[src/rtl/tag_lookup_ctrl.sv]
// rtl/tag_lookup_ctrl.sv - two-way tag lookup controller with LRU allocation
//
// Purpose: accepts one lookup request at a time, reads both ways of an
// external synchronous-read tag RAM, reports hit/way, and optionally
// allocates a victim way on a miss. Optional flush is built in when the
// macro TAG_FLUSH_EN is defined.
//
// Ports:
//   clock, reset_n            clock, asynchronous active-low reset
//   req_valid/req_ready       request handshake
//   req_index/req_tag         set index and tag to look up
//   req_alloc                 allocate a way on miss
//   resp_valid                one-cycle response strobe
//   resp_hit/resp_way         hit flag and hit/allocated way (held until next response)
//   t0_*/t1_*                 way-0/way-1 tag RAM address, write data, write enable, read data
//   flush_start/flush_busy    (TAG_FLUSH_EN only) start and status of a full-array flush
module tag_lookup_ctrl #(
    parameter int AWIDTH = 3,
    parameter int DWIDTH = 16,
    parameter int TWIDTH = 8
) (
    input  logic              clock,
    input  logic              reset_n,
    input  logic              req_valid,
    output logic              req_ready,
    input  logic [AWIDTH-1:0] req_index,
    input  logic [TWIDTH-1:0] req_tag,
    input  logic              req_alloc,
    output logic              resp_valid,
    output logic              resp_hit,
    output logic              resp_way,
    output logic [AWIDTH-1:0] t0_addr,
    output logic [AWIDTH-1:0] t1_addr,
    output logic [DWIDTH-1:0] t0_din,
    output logic [DWIDTH-1:0] t1_din,
    output logic              t0_we,
    output logic              t1_we,
    input  logic [DWIDTH-1:0] t0_dout,
    input  logic [DWIDTH-1:0] t1_dout
`ifdef TAG_FLUSH_EN
    ,
    input  logic              flush_start,
    output logic              flush_busy
`endif
);

    localparam int DEPTH = 1 << AWIDTH;

    typedef enum logic [1:0] {
        S_IDLE   = 2'd0,
        S_LOOKUP = 2'd1,
        S_RESP   = 2'd2
`ifdef TAG_FLUSH_EN
        ,
        S_FLUSH  = 2'd3
`endif
    } state_t;

    state_t            state;
    logic [AWIDTH-1:0] idx_q;
    logic [TWIDTH-1:0] tag_q;
    logic              alloc_q;
    logic [DEPTH-1:0]  lru;
`ifdef TAG_FLUSH_EN
    logic [AWIDTH-1:0] fcnt;
`endif

    logic              hit0;
    logic              hit1;
    logic              hit;
    logic              hit_way;
    logic              victim;
    logic              do_alloc;
    logic [DWIDTH-1:0] new_entry;
    logic              unused_dout;

    // Middle entry bits are always written as zero and never inspected.
    assign unused_dout = &{1'b0, t0_dout, t1_dout};

    assign hit0    = t0_dout[DWIDTH-1] && (t0_dout[TWIDTH-1:0] == tag_q);
    assign hit1    = t1_dout[DWIDTH-1] && (t1_dout[TWIDTH-1:0] == tag_q);
    assign hit     = hit0 || hit1;
    assign hit_way = !hit0;                 // way 0 wins when both match

    // Fill invalid ways first (way 0 before way 1), then evict the LRU way.
    always_comb begin
        victim = lru[idx_q];
        if (!t0_dout[DWIDTH-1]) begin
            victim = 1'b0;
        end else if (!t1_dout[DWIDTH-1]) begin
            victim = 1'b1;
        end
    end

    assign do_alloc = (state == S_LOOKUP) && !hit && alloc_q;

    always_comb begin
        new_entry             = '0;
        new_entry[DWIDTH-1]   = 1'b1;
        new_entry[TWIDTH-1:0] = tag_q;
    end

    assign req_ready = (state == S_IDLE);
`ifdef TAG_FLUSH_EN
    assign flush_busy = (state == S_FLUSH);
`endif

    // RAM port steering. Write enables decode straight from the state
    // register, so the asynchronous reset drops them without a clock.
    always_comb begin
        t0_addr = idx_q;
        t1_addr = idx_q;
        t0_din  = new_entry;
        t1_din  = new_entry;
        t0_we   = 1'b0;
        t1_we   = 1'b0;
        case (state)
            S_IDLE: begin
                t0_addr = req_index;
                t1_addr = req_index;
            end
            S_LOOKUP: begin
                t0_we = do_alloc && !victim;
                t1_we = do_alloc &&  victim;
            end
`ifdef TAG_FLUSH_EN
            S_FLUSH: begin
                t0_addr = fcnt;
                t1_addr = fcnt;
                t0_din  = '0;
                t1_din  = '0;
                t0_we   = 1'b1;
                t1_we   = 1'b1;
            end
`endif
            default: ;
        endcase
    end

    always_ff @(posedge clock or negedge reset_n) begin
        if (!reset_n) begin
            state      <= S_IDLE;
            idx_q      <= '0;
            tag_q      <= '0;
            alloc_q    <= 1'b0;
            lru        <= '0;
            resp_valid <= 1'b0;
            resp_hit   <= 1'b0;
            resp_way   <= 1'b0;
`ifdef TAG_FLUSH_EN
            fcnt       <= '0;
`endif
        end else begin
            resp_valid <= 1'b0;
            case (state)
                S_IDLE: begin
`ifdef TAG_FLUSH_EN
                    if (flush_start) begin
                        fcnt  <= '0;
                        state <= S_FLUSH;
                    end else
`endif
                    if (req_valid) begin
                        idx_q   <= req_index;
                        tag_q   <= req_tag;
                        alloc_q <= req_alloc;
                        state   <= S_LOOKUP;
                    end
                end
                S_LOOKUP: begin
                    resp_valid <= 1'b1;
                    resp_hit   <= hit;
                    if (hit) begin
                        resp_way     <= hit_way;
                        lru[idx_q]   <= !hit_way;
                    end else if (alloc_q) begin
                        resp_way     <= victim;
                        lru[idx_q]   <= !victim;
                    end else begin
                        resp_way     <= 1'b0;
                    end
                    state <= S_RESP;
                end
                S_RESP: begin
                    state <= S_IDLE;
                end
`ifdef TAG_FLUSH_EN
                S_FLUSH: begin
                    if (fcnt == AWIDTH'(DEPTH - 1)) begin
                        lru   <= '0;
                        state <= S_IDLE;
                    end
                    fcnt <= fcnt + AWIDTH'(1);
                end
`endif
                default: state <= S_IDLE;
            endcase
        end
    end

endmodule

[config.mk]
export PLATFORM = sky130hd
export DESIGN_NAME = tag_lookup_ctrl
export DESIGN_NICKNAME = d
export VERILOG_FILES = /design/src/rtl/tag_lookup_ctrl.sv
export SDC_FILE = /design/constraint.sdc
export NUM_CORES = 1
export LEC_CHECK = 0
export ABC_AREA = 1
export CORE_UTILIZATION = 41
export DETAILED_ROUTE_END_ITERATION = 7
export GPL_TIMING_DRIVEN = 0
export HOLD_SLACK_MARGIN = 0.15
export PLACE_DENSITY_LB_ADDON = 0.2
export SYNTH_ARGS = -nofsm -noshare
export SYNTH_HDL_FRONTEND = slang
export SYNTH_SLANG_ARGS = --single-unit
[constraint.sdc]
create_clock -name clock -period 1.6 [get_ports clock]
set_input_delay 0.16 -clock clock [delete_from_list [all_inputs] [get_ports clock]]
set_output_delay 0.16 -clock clock [all_outputs]
set_load 0.03 [all_outputs]
; ---- Word-level counts from Yosys, hierarchy flattened
; Cells that the tools add are included.
[totals]
register_bits = 25
latchBits = 0
ramBits = 0
mem_bits_ro = 0
in_bits = 47
out_inout_bits = 44
word_cells = 47
memories = 0
[op_classes]
addsub = 0
mul = 0
n_div = 0
order_cmp = 2
eq_ne = 4
n_shift = 0
n_mux = 18
bitwise = 0
reduce_logical = 15
[op_table]
columns = cell, count
row1 = bitwise mux 8 bit, 2
row2 = equality test 8 bit, 2
row3 = 2-to-1 mux 8 bit, 2
row4 = 2-to-1 mux 1 bit, 9
row5 = logical AND 1 bit, 7
row6 = "< comparator 3 x 4 -> 1 bit, second input constant", 1
row7 = case mux 2 bit (2 select lines), 1
row8 = AND reduction 2 bit, 2
row9 = binary-select mux 1 bit (select 3 bit), 1
row10 = demux 1 bit (select 3 bit), 1
row11 = ">= comparator 3 x 1 -> 1 bit, second input constant", 1
row12 = logical NOT 1 bit, 3
row13 = 2-to-1 mux 3 bit, 1
row14 = "equality test 2 x 1 -> 1 bit, second input constant", 1
row15 = logical NOT 2 bit, 1
row16 = 2-to-1 mux 2 bit, 1
row17 = "inequality test 2 bit, second input constant", 1
row18 = nonzero test 2 bit, 1
row19 = logical OR 1 bit, 1

; ---- Depth between registers and ports, before layout
[logic_depth]
ltp_word = 8
depth_mapped = 12
depth_no_buf = 12

; ---- Worst setup path before layout
; OpenSTA, ideal clock, no wires.
[synth_path]
kind = register to output
startpoint = register tag_q[4]
endpoint = output t0_we
t_arrival_ns = 1.982
required_time_ns = 1.440
path_slack_ns = -0.542
stages_incl_launch_ff = 8
path_buffers = 0
cell_sequence = dfrtp_1 > inv_1 > or2_2 > nand3_1 > nor2_1 > nand2_1 > nand3_1 > nor3b_1
[synth_via]
elab_chain_cells = 8
elab_cells_between_ends = 10
classes_between = eq/ne: 2 / mux: 1 / reduce/logical: 7
[synth_rtl]
columns = element, line
row1 = "start, declared", 61  ; logic [TWIDTH-1:0] tag_q;
row2 = "start signal, assigned", 165  ; tag_q <= req_tag;
row3 = "equality test 8 bit, on equally long branches", "80, 81"
row4 = "logical AND 1 bit, on equally long branches", "80, 81"
row5 = logical OR 1 bit *, 82  ; assign hit = hit0 || hit1;
row6 = logical NOT 1 bit *, 95  ; assign do_alloc = (state == S_LOOKUP) && !hit && alloc_q;
row7 = logical AND 1 bit * (2 in a row), 95
row8 = logical AND 1 bit *, 123  ; t0_we = do_alloc && !victim;
row9 = 2-to-1 mux 1 bit *, 117  ; case (state)
row10 = "end, declared", 36  ; output logic t0_we,
; Mark *: on every way between the ends. The rest lies on a longest branch, timed or not.

; ---- Worst setup path in the final report
[layout_path]
startpoint = register idx_q[2]
endpoint = output t0_we
[layout_via]
elab_chain_cells = 7
[layout_rtl]
columns = element, line
row1 = "start, declared", 60  ; logic [AWIDTH-1:0] idx_q;
row2 = "start signal, assigned", 164  ; idx_q <= req_index;
row3 = binary-select mux 1 bit (select 3 bit), 87  ; victim = lru[idx_q];
row4 = 2-to-1 mux 1 bit (not written as such), 87
row5 = 2-to-1 mux 1 bit, 90  ; end else if (!t1_dout[DWIDTH-1]) begin
row6 = 2-to-1 mux 1 bit, 88  ; if (!t0_dout[DWIDTH-1]) begin
row7 = logical NOT 1 bit, 123
row8 = logical AND 1 bit, 123
row9 = 2-to-1 mux 1 bit, 117
; No other way between the ends. The select of a mux whose other input is x is not followed.

==> summary.md <==
| Metric | Value |
|---|---|
| Worst Hold Class | in -> reg |
| CTS Root Buffer Type | clkbuf_8 |
| Critical Path RT | between 1 and 1.5 ns |
| Worst vdd ir | around 0.52 mV |
| Die Width | 70.3 µm |
| Layout cells sized above 1 | 0.244 |
| DP Wirelength | 3650 µm |
| Total CTS buffers | 3 |
| Seq/Total Area, Yosys | 0.327 |
| Hold Buf Count CTS | 0 |
| TritonCTS clock tree | done |
| Status | complete, but fails checks |
| Inserted Diodes | 0 |
| RSZ-0062 raised after global routing | true |
| Ports | 91 |
| Worst R2R Path Depth | 12 |
| Violations in the final reports | setup timing |
| Clock sinks | 25 |
| Initial DRC count | 81 |
| FF+latch count, synth | 25 |
| Drt drc | 0 |
| Setup TNS | -1.53 ns |
| GPL Wtd Cong | around 0.83 |
| Final worst path period need | between 1.5 and 2 ns |
| Post-Syn Area | around 1900 µm² |
| Reg-to-reg slack, setup | -0.15 ns |
| Via Count | roughly 2100 |
| Core area | 4410 µm² |
| Largest net degree at the start of global routing | 26 |
| Reg-to-Reg End | resp_way |
| Area Overhead vs Synth | 52.5% |
| Clock Skew | ~0.0040 ns |
| Wirelength per Cell | roughly 11 µm |
| Reg-to-reg startpoint | idx_q[1] |
| Final net count | between 400 and 500 |
| CP Launch Type | register |
| Gr usage total | 0.210 |
| Leakage power | around 1.5 nW |
| Slew @ Worst Pin | about 1.2 ns |
| HP Start | req_tag[5] |
| Final hold violations | 0 |
| # Max-Cap Violations | 0 |
| YS warnings | 0 |
| Worst setup EP type | output pin |
| Vias in the first global route | 1921 |
| Pre-CTS setup slack | -0.724 ns |
| PwrDens | 1040 nW/µm² |
| IO buf count | 60 |
| Number of cell rows | 24 |
| First-pass GRT wire length | 8380 µm |
| Fin crit share | 1.17 |
| Clock transition at path regs | 0.10 ns |
| Cells on Worst Hold Path | 3 |
| Routed Antenna Nets | 0 |
| Non-Filler Instances | around 450 |
| Critical path class | reg -> out |
| Initial Util | 0.433 |
| Worst Hold End | tag_q[5] |
| Syn Area/Cell | 6.43 µm² |
| DRT Pass-1 Iters | 4 |
| H-tree depth | 1 |
| Library cells used by synthesis | 24 |
| Final WS setup | -0.273 ns |
| Rel. slew slack | 0.221 |
| Worst EP arrival | roughly 1.7 ns |
| Final WL | roughly 5000 µm |
| Number of antenna violations at the first check in global routing | 0 |
| GRT overflow | 0 |
| Via density | roughly 4.7 |
| Die area | 4940 µm² |
| Placed cell count | around 420 |
| Final count of negative-setup-slack endpoints | 11 |
| Clock Path Buffers | 2 |
| Max Clock Freq | between 0.5 and 0.6 GHz |
| Clock latency on the worst-skew pair | 0.27 ns |
| Die height | 70.3 µm |
| Crit-path max FO | 7 |
| Synthesized netlist cell count | between 200 and 300 |
| Max Transition Viols Final | 0 |
==> layout make-up <==
class / instances / area, µm²
fillers: 407 / 1500
multi-input cells: 216 / 1070
inverters: 39 / 154
clock buffers: 4 / 45.0
repair buffers: 78 / 714
well taps: 52 / 65.1
plain buffers: 31 / 228
flip-flops and latches: 25 / 638
==> worst max path at each step <==
stage	to	slack, ns	from	depth (start not counted)
global route	t0_we	-0.36	idx_q[2]	9
global placement	t0_we	-0.70	t0_dout[5]	10
floorplan	t0_we	-0.06	tag_q[1]	8
finish	t0_we	-0.27	idx_q[2]	9
detailed placement	t0_we	-0.72	t0_dout[5]	10
CTS	t0_we	-0.26	idx_q[2]	9
==> layout by cell type (no fill, tap or decap), types with 2 or more instances in the layout <==
cell type	count
buf_2	3
buf_4	46
buf_6	5
clkbuf_1	2
clkbuf_2	2
clkbuf_8	3
clkdlybuf4s50_1	39
conb_1	16
dfrtp_1	15
dfrtp_2	10
dlygate4sd2_1	11
dlymetal6s2s_1	2
inv_1	30
inv_2	6
inv_4	3
nand2_1	96
nand2_2	3
nand3_1	15
nand3_2	3
nand3_4	4
nand4_1	4
nor2_1	30
nor2_4	2
nor3_1	4
o21ai_0	16
o21ai_2	2
o21bai_1	8
xnor2_1	3
==> cells by family (layout without fill, tap and decap cells) <==
| group | count (synthesis) | in the layout | synth area share |
|---|---|---|---|
| other cells | 2 | 16 | 0.00393 |
| flops | 25 | 25 | 0.327 |
| simple gates | 166 | 166 | 0.364 |
| xor+xnor | 4 | 4 | 0.0183 |
| compound gates | 30 | 30 | 0.0917 |
| buf+inv | 70 | 152 | 0.194 |
==> flip-flops by register name (all words and copies together) (netlist names) <==
| register | cells |
|---|---|
| alloc_q | 1 |
| idx_q | 3 |
| lru | 8 |
| resp_hit | 1 |
| resp_valid | 1 |
| resp_way | 1 |
| state | 2 |
| tag_q | 8 |
==> routing by layer <==
metal / vias up / global-route usage / share of wire
met5: - / 0 / 0
met4: 0 / 0.0578 / 0.014
met3: 7 / 0.0188 / 0.063
met2: 66 / 0.383 / 0.49
met1: 931 / 0.263 / 0.43
li1: 1070 / - / -
==> per-stage QoR <==
step / util / cell area (µm²) / hold slack [ns] / power (W)
final: 0.660 / 2910 / 0.432 / 0.00302
after global routing: 0.660 / 2910 / 0.456 / 0.00321
after CTS: 0.654 / 2890 / 0.436 / 0.00300
after detailed placement: 0.607 / 2680 / 0.466 / 0.00247
after global placement: 0.607 / 2680 / 0.466 / 0.00245
after floorplan: - / 2010 / -0.136 / 0.00192
==> critical path, stage by stage, from the launching register on <==
cell,delay (ns)
dfrtp_2,0.52
inv_4,0.08
nand4_1,0.09
nand2_1,0.05
nor2_1,0.08
nand3_1,0.09
nand2_2,0.08
buf_6,0.11
nor3b_4,0.18
buf_6,0.15
==> synth_stat cells (all sizes together) <==
library cell / n / area, µm²
nand2: 99 / 377
buf: 28 / 214
a21boi: 1 / 7.51
nor3: 5 / 25.0
nor3b: 1 / 7.51
o21bai: 8 / 60.1
o21a: 1 / 7.51
or2: 2 / 12.5
nand3: 22 / 125
conb: 2 / 7.51
dfrtp: 25 / 626
clkbuf: 3 / 11.3
xnor2: 3 / 26.3
xor2: 1 / 8.76
a21oi: 1 / 5.00
inv: 39 / 146
nand4: 4 / 25.0
nor2: 33 / 124
o21ai: 19 / 95.1
==> where the power goes <==
group	internal, W	total [W]	leakage, nW	switching, W
Clock	0.000179	0.000399	0.0228	0.000220
Sequential	0.000773	0.000942	0.311	0.000168
Combinational	0.000714	0.00168	1.18	0.000961
==> what timing repair did <==
action	in CTS	in global routing
setup endpoints to repair	27	26
setup buffers	17	1
resized for setup	78	10
pin swaps	6	2
Power figures use the tool's default switching activity.
